`config.mk`:
```
export PLATFORM = sky130hd
export DESIGN_NAME = conflict_monitor
export DESIGN_NICKNAME = d
export VERILOG_FILES = /design/src/rtl/traffic_pkg.sv /design/src/rtl/cycle_filter.sv /design/src/rtl/conflict_monitor.sv
export SDC_FILE = /design/constraint.sdc
export NUM_CORES = 1
export LEC_CHECK = 0
export ABC_AREA = 1
export CAP_MARGIN = 5
export CORE_MARGIN = 2
export CORE_UTILIZATION = 65
export DETAILED_ROUTE_END_ITERATION = 7
export HOLD_SLACK_MARGIN = 0.06
export PLACE_DENSITY_LB_ADDON = 0.08
export REMOVE_ABC_BUFFERS = 1
export SLEW_MARGIN = 20
export SYNTH_ARGS = -nofsm -noshare
export SYNTH_HDL_FRONTEND = slang
export SYNTH_SLANG_ARGS = --single-unit
```
`constraint.sdc`:
```
create_clock -name clk_50_mhz -period 10.4 [get_ports clk_50_mhz]
set_clock_uncertainty 0.1 [all_clocks]
set_input_delay 3.12 -clock clk_50_mhz [delete_from_list [all_inputs] [get_ports clk_50_mhz]]
set_output_delay 3.12 -clock clk_50_mhz [all_outputs]
set_load 0.05 [all_outputs]
```
`src/rtl/traffic_pkg.sv`:
```
// Shared definitions for the intersection controller and its conflict monitor:
// FSM encodings, fault cause bit positions and lamp packing helpers.
package traffic_pkg;

    typedef enum logic [1:0] {
        ST_MONITOR = 2'd0,
        ST_FILTER  = 2'd1,
        ST_FAULT   = 2'd2,
        ST_UNUSED  = 2'd3
    } mon_state_t;

    localparam int CONFLICT_A   = 0;
    localparam int CONFLICT_B   = 1;
    localparam int LAMP_FAULT   = 2;
    localparam int PED_CONFLICT = 3;

    localparam int RED    = 0;
    localparam int YLW    = 1;
    localparam int GRN    = 2;
    localparam int STRIDE = 3;

    // One approach's {grn,ylw,red} aspect: traffic may move on green or yellow.
    function automatic logic moving(input logic [2:0] aspect);
        return aspect[GRN] | aspect[YLW];
    endfunction

    // Exactly one lamp must be lit; dark or multiple lamps are both unsafe.
    function automatic logic bad_aspect(input logic [2:0] aspect);
        return !$onehot(aspect);
    endfunction

endpackage

```
`src/rtl/cycle_filter.sv`:
```
// Persistence counter: met is high in the cycle that completes N consecutive
// cycles of 'in' (and stays high while 'in' holds); the count saturates at N.
module cycle_filter #(
    parameter int N = 1
) (
    input  logic clk_50_mhz,
    input  logic reset,
    input  logic clear,
    input  logic in,
    output logic met
);

    localparam int W = $clog2(N) + 1;

    logic [W-1:0] count;

    // NOTE: sequential state uses non-blocking assignments so every flop
    // samples pre-edge values regardless of process ordering.
    always_ff @(posedge clk_50_mhz or posedge reset) begin
        if (reset) begin
            count <= '0;
        end else if (clear || !in) begin
            count <= '0;
        end else if (count != W'(N)) begin
            count <= count + 1'b1;
        end
    end

    // Counts the current cycle too, so a decision can be taken on the same edge.
    assign met = in && !clear && (count >= W'(N - 1));

endmodule

```
`src/rtl/conflict_monitor.sv`:
```
// Output-side safety checker for both intersections: filters unsafe lamp
// combinations, latches a sticky cause code and drives all-red flash until cleared.
module conflict_monitor
    import traffic_pkg::*;
#(
    parameter int FILTER_CYCLES = 50000,
    parameter int FLASH_HALF    = 25000000,
    parameter int CLEAR_HOLD    = 50000
) (
    input  logic       clk_50_mhz,
    input  logic       reset,
    input  logic [5:0] lamps_a,
    input  logic [5:0] lamps_b,
    input  logic [1:0] walk_a,
    input  logic [1:0] walk_b,
    input  logic       monitor_en,
    input  logic       fault_clear,
    output logic       fault,
    output logic [3:0] fault_code,
    output logic       flash_red,
    output logic [1:0] state_dbg
);

    localparam int FW = $clog2(FLASH_HALF) + 1;

    logic [5:0]  lamps_a_q, lamps_b_q;
    logic [1:0]  walk_a_q, walk_b_q;
    logic        fault_clear_q;
    logic [3:0]  cond;
    logic        cond_any;
    logic        trip, hold_ok, clear_rise;
    logic [3:0]  accum;
    logic [FW-1:0] flash_cnt;
    mon_state_t  state, next_state;

    always_ff @(posedge clk_50_mhz or posedge reset) begin
        if (reset) begin
            lamps_a_q     <= '0;
            lamps_b_q     <= '0;
            walk_a_q      <= '0;
            walk_b_q      <= '0;
            fault_clear_q <= 1'b0;
        end else begin
            lamps_a_q     <= lamps_a;
            lamps_b_q     <= lamps_b;
            walk_a_q      <= walk_a;
            walk_b_q      <= walk_b;
            fault_clear_q <= fault_clear;
        end
    end

    always_comb begin
        cond               = '0;
        cond[CONFLICT_A]   = moving(lamps_a_q[2:0]) & moving(lamps_a_q[5:3]);
        cond[CONFLICT_B]   = moving(lamps_b_q[2:0]) & moving(lamps_b_q[5:3]);
        cond[LAMP_FAULT]   = bad_aspect(lamps_a_q[2:0]) | bad_aspect(lamps_a_q[5:3])
                           | bad_aspect(lamps_b_q[2:0]) | bad_aspect(lamps_b_q[5:3]);
        // A walk lamp conflicts with the crossing approach, not its own.
        cond[PED_CONFLICT] = (walk_a_q[0] & moving(lamps_a_q[5:3]))
                           | (walk_a_q[1] & moving(lamps_a_q[2:0]))
                           | (walk_b_q[0] & moving(lamps_b_q[5:3]))
                           | (walk_b_q[1] & moving(lamps_b_q[2:0]));
    end

    assign cond_any   = |cond;
    assign clear_rise = fault_clear & ~fault_clear_q;

    cycle_filter #(.N(FILTER_CYCLES)) u_fault_filter (
        .clk_50_mhz (clk_50_mhz),
        .reset      (reset),
        .clear      (state == ST_FAULT),
        .in         (cond_any & monitor_en),
        .met        (trip)
    );

    cycle_filter #(.N(CLEAR_HOLD)) u_clear_hold (
        .clk_50_mhz (clk_50_mhz),
        .reset      (reset),
        .clear      (state != ST_FAULT),
        .in         (~cond_any),
        .met        (hold_ok)
    );

    always_ff @(posedge clk_50_mhz or posedge reset) begin
        if (reset) state <= ST_MONITOR;
        else       state <= next_state;
    end

    // NOTE: every combinational output gets a default first, so no path can
    // leave it unassigned and infer a latch.
    always_comb begin
        next_state = state;
        case (state)
            ST_MONITOR: if (cond_any && monitor_en) next_state = trip ? ST_FAULT : ST_FILTER;
            ST_FILTER: begin
                if (!cond_any || !monitor_en) next_state = ST_MONITOR;
                else if (trip)                next_state = ST_FAULT;
            end
            ST_FAULT:   if (clear_rise && hold_ok) next_state = ST_MONITOR;
            default:    next_state = ST_MONITOR;
        endcase
    end

    always_ff @(posedge clk_50_mhz or posedge reset) begin
        if (reset) begin
            accum      <= '0;
            fault_code <= '0;
            flash_red  <= 1'b0;
            flash_cnt  <= '0;
        end else begin
            if (next_state == ST_FILTER) accum <= (state == ST_FILTER) ? (accum | cond) : cond;
            else                         accum <= '0;

            if (state == ST_FAULT && next_state == ST_FAULT) begin
                fault_code <= fault_code | cond;
                if (flash_cnt == FW'(FLASH_HALF - 1)) begin
                    flash_red <= ~flash_red;
                    flash_cnt <= '0;
                end else begin
                    flash_cnt <= flash_cnt + 1'b1;
                end
            end else if (state != ST_FAULT && next_state == ST_FAULT) begin
                fault_code <= accum | cond;
                flash_red  <= 1'b1;
                flash_cnt  <= '0;
            end else begin
                fault_code <= '0;
                flash_red  <= 1'b0;
                flash_cnt  <= '0;
            end
        end
    end

    always_comb begin
        fault     = (state == ST_FAULT);
        state_dbg = state;
    end

endmodule
```
Word level (Yosys, flattened, before mapping)
Cells that the tools add are included.

Bits in registers: 88. Input bits: 20. Word-level logic and storage cells: 104.

Add/subtract/negate cells: 11. Magnitude comparators: 2. Equality and inequality tests: 13. Multiplexer cells: 19. Bitwise gates (word level): 23. Reduce and logical (&&, ||, !) cells: 24.

Operator list (number): 17-bit 2-to-1 mux (4); 26-bit 2-to-1 mux (2); 17-bit by 1-bit adder with 17-bit output (second input constant) (2); 17-bit by 16-bit >= comparator with 1-bit output (second input constant) (2); 17-bit by 16-bit inequality test with 1-bit output (second input constant) (2); 26-bit by 1-bit adder with 26-bit output (second input constant) (1); 26-bit by 25-bit == test with 1-bit output (second input constant) (1); 4-bit 2-to-1 mux (4); 2-bit by 1-bit == test with 1-bit output (second input constant) (6); 2-bit 2-to-1 mux (5); 1-bit OR (10); 1-bit zero test (9); 1-bit by 1-bit adder with 2-bit output (4); 2-bit by 1-bit adder with 2-bit output (4); 1-bit AND (8); 1-bit logical AND (8); 4-bit OR (2); 2-bit one-hot mux with 3 select lines (1); 2-bit == test (second input constant) (2); 2-bit nonzero test (2); 4-bit OR reduction (1); 1-bit logical OR (3); 1-bit 2-to-1 mux (3); 1-bit NOT (3); other kinds (3) (3).

Depth between registers and ports, before layout
Gate-level depths: netlist (run 1).

Depth after elaboration: 18. Gate-level depth with buffers: 13. Depth with buffers taken out: 13.

Hierarchy
Synthesis (run 1) repeated with hierarchy kept, for this count alone.

Cells, all modules: 692. Area, all modules: 5133.7 sq um.

Modules (own cells, without submodules): conflict_monitor (instances 1, cells an instance 338, area an instance 2766.4 sq um, seq. area each 1351.3 sq um); cycle_filter (instances 2, cells an instance 177, area an instance 1183.6 sq um, seq. area each 425.4 sq um).

Worst setup path before layout (run 1)
No wires, ideal clock.

Path kind: register to output. Start: register state[1] (netlist: state_dbg[1]). End: output port fault. Arrival: 1586 ps. Data required time: 7180 ps. Path slack: 5594 ps. Cell stages (with the launch flop): 4. Path buffers: 1. Cells stage by stage: dfrtp_1 -> buf_4 -> inv_2 -> nor2_1.

Longest elaborated chain between the ends: 1.

Ends and longest elaborated chain: start, declared (RTL line conflict_monitor.sv:34) `mon_state_t state, next_state;`; start signal, assigned (RTL line conflict_monitor.sv:86) `else state <= next_state;`; 2-bit == test (RTL line conflict_monitor.sv:135) `fault = (state == ST_FAULT);`; end, declared (RTL line conflict_monitor.sv:18) `output logic fault,`.

No other way between the ends.

Final worst setup path (run 1)
Same ends and word-level chain as after synthesis.

==> impl_metrics.env, run 1 <==
export IMPL_status="complete, no violations"
export IMPL_async_flop_share=1.00
export IMPL_ys_types=43
export IMPL_vias_per_cell=5.39
export IMPL_rrSetupSlack_ns=7.79
export IMPL_core_um2=7290
export IMPL_clk_pin_slew_ns=0.09
export IMPL_post_drt_wl_per_cell_um=12.9
export IMPL_wl_met3_um=389
export IMPL_die_h_um=90.9
export IMPL_die_x_um=90.9
export IMPL_timing_critical_path_buf_inv=2
export IMPL_yosys_area_top_type_share=0.448
export IMPL_synth_edf_count=0
export IMPL_synthTopCellsByArea="dfrtp_1 45%, nand2_1 8.3%, inv_1 6.9%"
export IMPL_grt_antenna_before_repair=0
export IMPL_syn_to_final_growth_pct=11.0
export IMPL_port_buffer_count=27
export IMPL_root_buffer="clkbuf_8"
export IMPL_cts_resized_gates=0
export IMPL_netlist_instances=618
export IMPL_pin_count=28
export IMPL_hold_violations=0
export IMPL_clock_sinks=88
export IMPL_cts_setup_buffers=0
export IMPL_syn_avg_cell_area_um2=7.95
export IMPL_final_area_um2=5450
export IMPL_dp_slack_ns=5.56
export IMPL_worstSetupEndpoint="fault"
export IMPL_ff2ff_path_depth=12
export IMPL_grt_ovfl_total=0
export IMPL_routed_via_count=4062
export IMPL_initial_core_util=0.674
export IMPL_path_delay_family="buffers and inverters"
export IMPL_wl_met2_um=5010
export IMPL_max_freq_ghz=0.190
export IMPL_grt_max_degree=89
export IMPL_clockBufferDepth=2
export IMPL_path_max_fanout=10
export IMPL_slew_violations=0
export IMPL_cts_tree="yes"
export IMPL_start_kind="flip-flop"
export IMPL_nNetsFinal=679
export IMPL_cap_violations=0
export IMPL_path_class="reg2out"
export IMPL_slew_headroom=0.488
export IMPL_h_tree_depth=3
export IMPL_ys_ff_latch=88
export IMPL_crit_path_max_incr_delay_ns=0.84
export IMPL_fin_crit_sh=0.507
export IMPL_synth_ff_type="dfrtp_1"
export IMPL_irDropWorstVdd_v=0.0000983
export IMPL_crit_chain="inv_2 > nor2_1 > clkdlybuf4s50_1"
export IMPL_seq_area_frac_synth=0.448
export IMPL_slowest_stage="clkdlybuf4s50_1"
export IMPL_hold_buffers=0
export IMPL_drt_iter0_markers=217
export IMPL_setup_viol=0
export IMPL_tightest_slew_ns=0.768
export IMPL_dpl_cell_area_um2=5260
export IMPL_worstReg2RegEnd="flash_cnt[6]"
export IMPL_grt_pass1_vias=4006
export IMPL_dieArea_um2=8270
export IMPL_cp_num_cells=3
export IMPL_grt_usage=0.257
export IMPL_drtPass1Iterations=5
export IMPL_drtAntennaViolNets=0
export IMPL_end_kind="output pin"
export IMPL_setup_tns_ns=0
export IMPL_layout_commonest_cell="nand2_1"
export IMPL_rsz0062_at_grt="false"
export IMPL_clk_latency_ns=0.37
export IMPL_yosys_warnings=0
export IMPL_critPathArrivalTime_ns=2.05
export IMPL_final_util=0.748
export IMPL_layout_drive_gt1_share=0.121
export IMPL_final_cell_mix="108 x nand2_1, 89 x inv_1, 88 x dfrtp_1"
export IMPL_drcViolationCount=0
export IMPL_leakagePower_nw=2.33
export IMPL_r2r_start="lamps_b_q[4]"
export IMPL_cts_made_buffers=9
export IMPL_power_density_nw_per_um2=111
export IMPL_fin_crit_ns=5.27
export IMPL_dp_hpwl_um=7250
export IMPL_gp_congestion=0.984
export IMPL_syn_area_um2=4910
export IMPL_hold_path_class="reg2reg"
export IMPL_drt_met1_wl_um=4260
export IMPL_startpoint="state_dbg[1]"
export IMPL_diodes=0
export IMPL_worstPathRequired_ns=7.18
export IMPL_yosys_area_top_type="dfrtp_1"
export IMPL_total_power_mw=0.606
export IMPL_rows=31
export IMPL_grt_pass1_wl_um=17500
export IMPL_layout_setup_ws_ns=5.13
export IMPL_wirelength_um=9740
export IMPL_highest_layer="met4"
[worst min path at each step]
stage	from	endpoint	slack [ns]	cells after the start
floorplan	u_clear_hold.count[4]	u_clear_hold.count[4]	0.39	1
global placement	accum[0]	accum[0]	0.41	2
detailed placement	accum[1]	accum[1]	0.41	2
CTS	accum[3]	accum[3]	0.44	2
global route	accum[0]	accum[0]	0.46	2
finish	accum[3]	accum[3]	0.44	2
[cells in the mapped netlist, types with 7 or more instances]
| cell type | number |
|---|---|
| o21ai_0 | 17 |
| nor3_1 | 34 |
| nor2_2 | 17 |
| a21oi_1 | 28 |
| nor3_2 | 7 |
| xor2_1 | 11 |
| or2_2 | 11 |
| o21ai_1 | 7 |
| nor2_1 | 77 |
| dfrtp_1 | 88 |
| inv_1 | 90 |
| nand4_1 | 23 |
| nand3_1 | 37 |
| nand2_2 | 7 |
| nand2_1 | 108 |
[flip-flops by register name (all words and copies together) (netlist names)]
register              flops
accum                     4
fault_clear_q             1
fault_code                4
flash_cnt                26
flash_red                 1
lamps_a_q                 6
lamps_b_q                 6
state_dbg                 2
u_clear_hold.count       17
u_fault_filter.count     17
walk_a_q                  2
walk_b_q                  2
[logic make-up (layout without fill, tap and decap cells)]
logic type | after synthesis | after routing | synth area share
and+or+nand+nor | 341 | 341 | 0.344
DFF | 88 | 88 | 0.448
buffers and inverters | 103 | 140 | 0.0841
xor gates and xnor gates | 12 | 12 | 0.0214
adders and majority gates | 9 | 9 | 0.0290
AOI/OAI and AO/OA | 65 | 65 | 0.0734
[metal layers]
metal / vias to the layer above / GRT usage
li1: 2059 / -
met5: - / 0
met4: 0 / 0.0606
met1: 1903 / 0.318
met2: 90 / 0.456
met3: 10 / 0.0614
[stage by stage]
step,hold WS [ns],instances
6_report,0.436,754
5_1_grt,0.456,754
4_1_cts,0.437,754
3_5_place_dp,0.415,738
3_3_place_gp,0.408,738
2_1_floorplan,0.393,611
[cell type report]
| class | instances | area, um^2 |
|---|---|---|
| fill | 581 | 1840 |
| timing repair buffer | 28 | 282 |
| sequential | 88 | 2200 |
| tap | 99 | 124 |
| multi-input combinational | 427 | 2300 |
| clock inverter | 7 | 63.8 |
| inverter | 96 | 362 |
| clock buffer | 9 | 124 |
[report_power, final]
part	leakage, nW	internal (mW)	switching [mW]
combinational	1.06	0.0128	0.0184
clock	0.0934	0.0912	0.133
sequential	1.18	0.347	0.00344
[worst reg2reg max path: cells and delay by family (launching register included)]
family	cells	cell delay [ns]
buffers and inverters	2	0.15
AND/OR/NAND/NOR	9	1.42
flip-flops	1	0.40
adder cells (fa/ha/maj)	1	0.41
(Power assumes the default switching activity.)
==> inputs of run 2 (changes only) <==
--- a/config.mk
+++ b/config.mk
@@ -8,7 +8,7 @@
 export ABC_AREA = 1
 export CAP_MARGIN = 5
 export CORE_MARGIN = 2
-export CORE_UTILIZATION = 65
+export CORE_UTILIZATION = 60
 export DETAILED_ROUTE_END_ITERATION = 7
 export HOLD_SLACK_MARGIN = 0.06
 export PLACE_DENSITY_LB_ADDON = 0.08
==> constraint.sdc (replaced) <==
create_clock -name clk_50_mhz -period 5.2 [get_ports clk_50_mhz]
set_clock_uncertainty 0.1 [all_clocks]
set_input_delay 1.56 -clock clk_50_mhz [delete_from_list [all_inputs] [get_ports clk_50_mhz]]
set_output_delay 1.56 -clock clk_50_mhz [all_outputs]
set_load 0.05 [all_outputs]
==> impl_metrics.env, run 2 (synthesis results as in run 1) <==
export IMPL_dp_hpwl_um=7420
export IMPL_max_freq_ghz=0.272
export IMPL_r2r_start="lamps_b_q[4]"
export IMPL_layout_drive_gt1_share=0.121
export IMPL_drcViolationCount=0
export IMPL_initial_core_util=0.607
export IMPL_cts_tree="yes"
export IMPL_drtAntennaViolNets=0
export IMPL_grt_antenna_before_repair=0
export IMPL_clk_latency_ns=0.37
export IMPL_path_max_fanout=10
export IMPL_rsz0062_at_grt="false"
export IMPL_cap_violations=0
export IMPL_largest_registers="flash_cnt: 26 flops, u_clear_hold.count: 17 flops, u_fault_filter.count: 17 flops"
export IMPL_end_kind="output pin"
export IMPL_slew_violations=0
export IMPL_final_util=0.679
export IMPL_grt_max_degree=40
export IMPL_grt_pass1_vias=3914
export IMPL_worstSetupEndpoint="fault"
export IMPL_die_x_um=94.5
export IMPL_core_um2=8090
export IMPL_hold_violations=0
export IMPL_cts_resized_gates=0
export IMPL_cts_setup_buffers=0
export IMPL_root_buffer="clkbuf_8"
export IMPL_fin_crit_ns=3.68
export IMPL_drt_iter0_markers=181
export IMPL_syn_to_final_growth_pct=11.9
export IMPL_grt_pass1_wl_um=17300
export IMPL_dp_slack_ns=1.92
export IMPL_startpoint="state_dbg[1]"
export IMPL_dieArea_um2=8930
export IMPL_fill_cells=707
export IMPL_hold_path_class="reg2reg"
export IMPL_clk_pin_slew_ns=0.08
export IMPL_routed_via_count=4039
export IMPL_nNetsFinal=680
export IMPL_holdWs_ns=0.436
export IMPL_hold_buffers=0
export IMPL_tightest_slew_ns=0.657
export IMPL_die_h_um=94.5
export IMPL_rows=33
export IMPL_grt_ovfl_total=0
export IMPL_wirelength_um=10000
export IMPL_setup_tns_ns=0
export IMPL_layout_setup_ws_ns=1.52
export IMPL_largest_reg_flops=26
export IMPL_final_cell_mix="108 x nand2_1, 89 x inv_1, 88 x dfrtp_1"
export IMPL_ff2ff_path_depth=12
export IMPL_vias_per_cell=5.31
export IMPL_port_buffer_count=27
export IMPL_fin_crit_sh=0.707
export IMPL_post_drt_wl_per_cell_um=13.2
export IMPL_setup_viol=0
export IMPL_pin_count=28
export IMPL_clock_sinks=88
export IMPL_leakagePower_nw=2.35
export IMPL_regMostFlops="flash_cnt"
export IMPL_status="complete, no violations"
export IMPL_h_tree_depth=3
export IMPL_gp_congestion=0.941
export IMPL_cts_made_buffers=9
export IMPL_layout_commonest_cell="nand2_1"
export IMPL_grt_usage=0.245
export IMPL_start_kind="flip-flop"
export IMPL_diodes=0
export IMPL_rrSetupSlack_ns=2.57
export IMPL_clockBufferDepth=2
export IMPL_path_class="reg2out"
export IMPL_irDropWorstVdd_v=0.000154
export IMPL_power_density_nw_per_um2=235
export IMPL_critPathArrivalTime_ns=2.02
export IMPL_worstPathRequired_ns=3.54
export IMPL_drtPass1Iterations=5
export IMPL_slew_headroom=0.561
export IMPL_worstReg2RegEnd="flash_cnt[5]"
run 2: area by class of cell:
cell class | instances | area (um^2) | area share
sequential | 88 | 2200 | 0.401
timing repair buffer | 29 | 285 | 0.0519
tap | 105 | 131 | 0.0239
clock inverter | 5 | 81.3 | 0.0148
multi-input combinational | 427 | 2300 | 0.418
inverter | 96 | 362 | 0.0658
clock buffer | 10 | 138 | 0.0250
run 2: worst min path at each step:
stage                          start  cells after the start               endpoint  slack, ns
2_1_floorplan  u_clear_hold.count[4]                      1  u_clear_hold.count[4]       0.39
3_3_place_gp                accum[3]                      2               accum[3]       0.41
3_5_place_dp                accum[2]                      2               accum[2]       0.42
4_1_cts                     accum[2]                      2          fault_code[2]       0.44
5_1_grt                     accum[2]                      2               accum[2]       0.45
6_report                    accum[2]                      2               accum[2]       0.44
run 2: stage by stage:
step                power [mW]  instance area (um^2)  cells
floorplan                0.751                  4860    611
global placement         0.777                  5280    745
detailed placement       0.779                  5280    745
CTS                       1.30                  5500    760
global route              1.35                  5500    760
finish                    1.29                  5500    760
run 2: per-layer routing:
layer / GRT usage / up-vias / wire, um
met4: 0.0833 / 0 / 167
met2: 0.415 / 85 / 4950
met1: 0.320 / 1884 / 4510
met5: 0 / - / 0
met3: 0.0423 / 16 / 396
li1: - / 2054 / -
run 2: report_power, final:
group / internal, mW / leakage [nW] / switching (mW)
sequential: 0.695 / 1.18 / 0.00668
combinational: 0.0256 / 1.06 / 0.0365
clock: 0.281 / 0.108 / 0.247
total: 1.00 / 2.35 / 0.290
run 2: critical path, stage by stage (launching register included):
cell	delay, ns
dfrtp_1	0.56
inv_2	0.09
nor2_1	0.18
clkdlybuf4s50_1	0.83
==> inputs of run 3 (changes only) <==
--- a/config.mk
+++ b/config.mk
@@ -8,7 +8,7 @@
 export ABC_AREA = 1
 export CAP_MARGIN = 5
 export CORE_MARGIN = 2
-export CORE_UTILIZATION = 60
+export CORE_UTILIZATION = 54
 export DETAILED_ROUTE_END_ITERATION = 7
 export HOLD_SLACK_MARGIN = 0.06
 export PLACE_DENSITY_LB_ADDON = 0.08
==> constraint.sdc (replaced) <==
create_clock -name clk_50_mhz -period 3.2 [get_ports clk_50_mhz]
set_clock_uncertainty 0.1 [all_clocks]
set_input_delay 0.96 -clock clk_50_mhz [delete_from_list [all_inputs] [get_ports clk_50_mhz]]
set_output_delay 0.96 -clock clk_50_mhz [all_outputs]
set_load 0.05 [all_outputs]
==> impl_metrics.env, run 3 (synthesis results as in run 1) <==
export IMPL_h_tree_depth=3
export IMPL_slew_violations=0
export IMPL_hold_buffers=0
export IMPL_diodes=0
export IMPL_start_kind="flip-flop"
export IMPL_clk_pin_slew_ns=0.09
export IMPL_regMostFlops="flash_cnt"
export IMPL_layout_drive_gt1_share=0.122
export IMPL_drtAntennaViolNets=0
export IMPL_dieArea_um2=9880
export IMPL_end_kind="output pin"
export IMPL_rsz0062_at_grt="false"
export IMPL_worstPathRequired_ns=2.14
export IMPL_layout_commonest_cell="nand2_1"
export IMPL_gp_congestion=0.972
export IMPL_hold_path_end="u_clear_hold.count[4]"
export IMPL_r2r_start="lamps_b_q[4]"
export IMPL_status="complete, no violations"
export IMPL_grt_antenna_before_repair=0
export IMPL_path_max_fanout=4
export IMPL_grt_usage=0.215
export IMPL_routed_via_count=4000
export IMPL_critPathArrivalTime_ns=1.79
export IMPL_port_buffer_count=27
export IMPL_largest_reg_flops=26
export IMPL_worstReg2RegEnd="flash_cnt[2]"
export IMPL_die_x_um=99.4
export IMPL_final_area_um2=5500
export IMPL_rows=34
export IMPL_wirelength_um=9820
export IMPL_pin_count=28
export IMPL_cts_tree="yes"
export IMPL_clock_sinks=88
export IMPL_cts_resized_gates=0
export IMPL_fin_crit_sh=0.891
export IMPL_max_freq_ghz=0.351
export IMPL_hp_start="u_clear_hold.count[4]"
export IMPL_nNetsFinal=681
export IMPL_clk_latency_ns=0.36
export IMPL_clockBufferDepth=2
export IMPL_grt_pass1_vias=4021
export IMPL_setup_viol=0
export IMPL_holdWs_ns=0.435
export IMPL_vias_per_cell=5.23
export IMPL_leakagePower_nw=2.35
export IMPL_dpl_cell_area_um2=5300
export IMPL_rrSetupSlack_ns=0.62
export IMPL_grt_max_degree=44
export IMPL_drcViolationCount=0
export IMPL_dp_hpwl_um=7340
export IMPL_tightest_slew_ns=0.527
export IMPL_total_power_mw=2.01
export IMPL_cts_made_buffers=9
export IMPL_cts_setup_buffers=0
export IMPL_cap_violations=0
export IMPL_core_um2=8760
export IMPL_holdPathStages=1
export IMPL_syn_to_final_growth_pct=11.9
export IMPL_final_cell_mix="108 x nand2_1, 89 x inv_1, 88 x dfrtp_1"
export IMPL_initial_core_util=0.561
export IMPL_hold_path_class="reg2reg"
export IMPL_power_density_nw_per_um2=366
export IMPL_hold_violations=0
export IMPL_fin_crit_ns=2.85
export IMPL_largest_registers="flash_cnt: 26 flops, u_clear_hold.count: 17 flops, u_fault_filter.count: 17 flops"
export IMPL_path_class="reg2out"
export IMPL_drtPass1Iterations=5
export IMPL_grt_ovfl_total=0
export IMPL_die_h_um=99.4
export IMPL_root_buffer="clkbuf_8"
export IMPL_slew_headroom=0.645
export IMPL_irDropWorstVdd_v=0.000251
export IMPL_post_drt_wl_per_cell_um=12.8
export IMPL_drt_iter0_markers=140
export IMPL_ff2ff_path_depth=12
export IMPL_grt_pass1_wl_um=17300
==> run 3: worst max-delay path, stage by stage, from the launching register on <==
cell and delay [ns]:
dfrtp_1 0.43, nor2_1 0.19, clkdlybuf4s50_1 0.83
==> run 3: routing by layer <==
metal / global-route usage / part of all wire / vias up
li1: - / - / 2062
met1: 0.270 / 0.46 / 1850
met2: 0.371 / 0.49 / 71
met3: 0.0387 / 0.035 / 17
met4: 0.0801 / 0.015 / 0
met5: 0 / 0 / -
==> run 3: worst max-delay path by stage <==
stage                       startpoint            to  slack, ns  cells past startpoint
after floorplan                  reset      accum[0]      -0.14                      1
after global placement    lamps_b_q[4]  flash_cnt[6]       0.67                     12
after detailed placement  lamps_b_q[4]  flash_cnt[5]       0.60                     12
after CTS                 state_dbg[0]         fault       0.34                      2
after global routing      state_dbg[0]         fault       0.28                      2
final                     state_dbg[0]         fault       0.35                      2
==> run 3: area by class of cell <==
type	instances	area [um^2]
multi-input combinational	427	2300
tap	108	135
clock inverter	5	56.3
timing repair buffer	30	305
sequential	88	2200
inverter	96	362
clock buffer	11	141
fill	805	3260
==> run 3: stage by stage <==
| stage | TNS, ns | worst slack, ns | cells | utilization |
|---|---|---|---|---|
| 6_report | 0 | 0.348 | 765 | 0.627 |
| 5_1_grt | 0 | 0.275 | 765 | 0.627 |
| 4_1_cts | 0 | 0.340 | 765 | 0.627 |
| 3_5_place_dp | 0 | 0.603 | 749 | 0.605 |
| 3_3_place_gp | 0 | 0.673 | 749 | 0.605 |
| 2_1_floorplan | -12.19 | -0.139 | 611 | - |
==> run 3: power by group <==
part           switching [mW]  internal [mW]
Clock                   0.388          0.381
Combinational          0.0598         0.0435
Sequential             0.0113           1.13
Total                   0.459           1.55
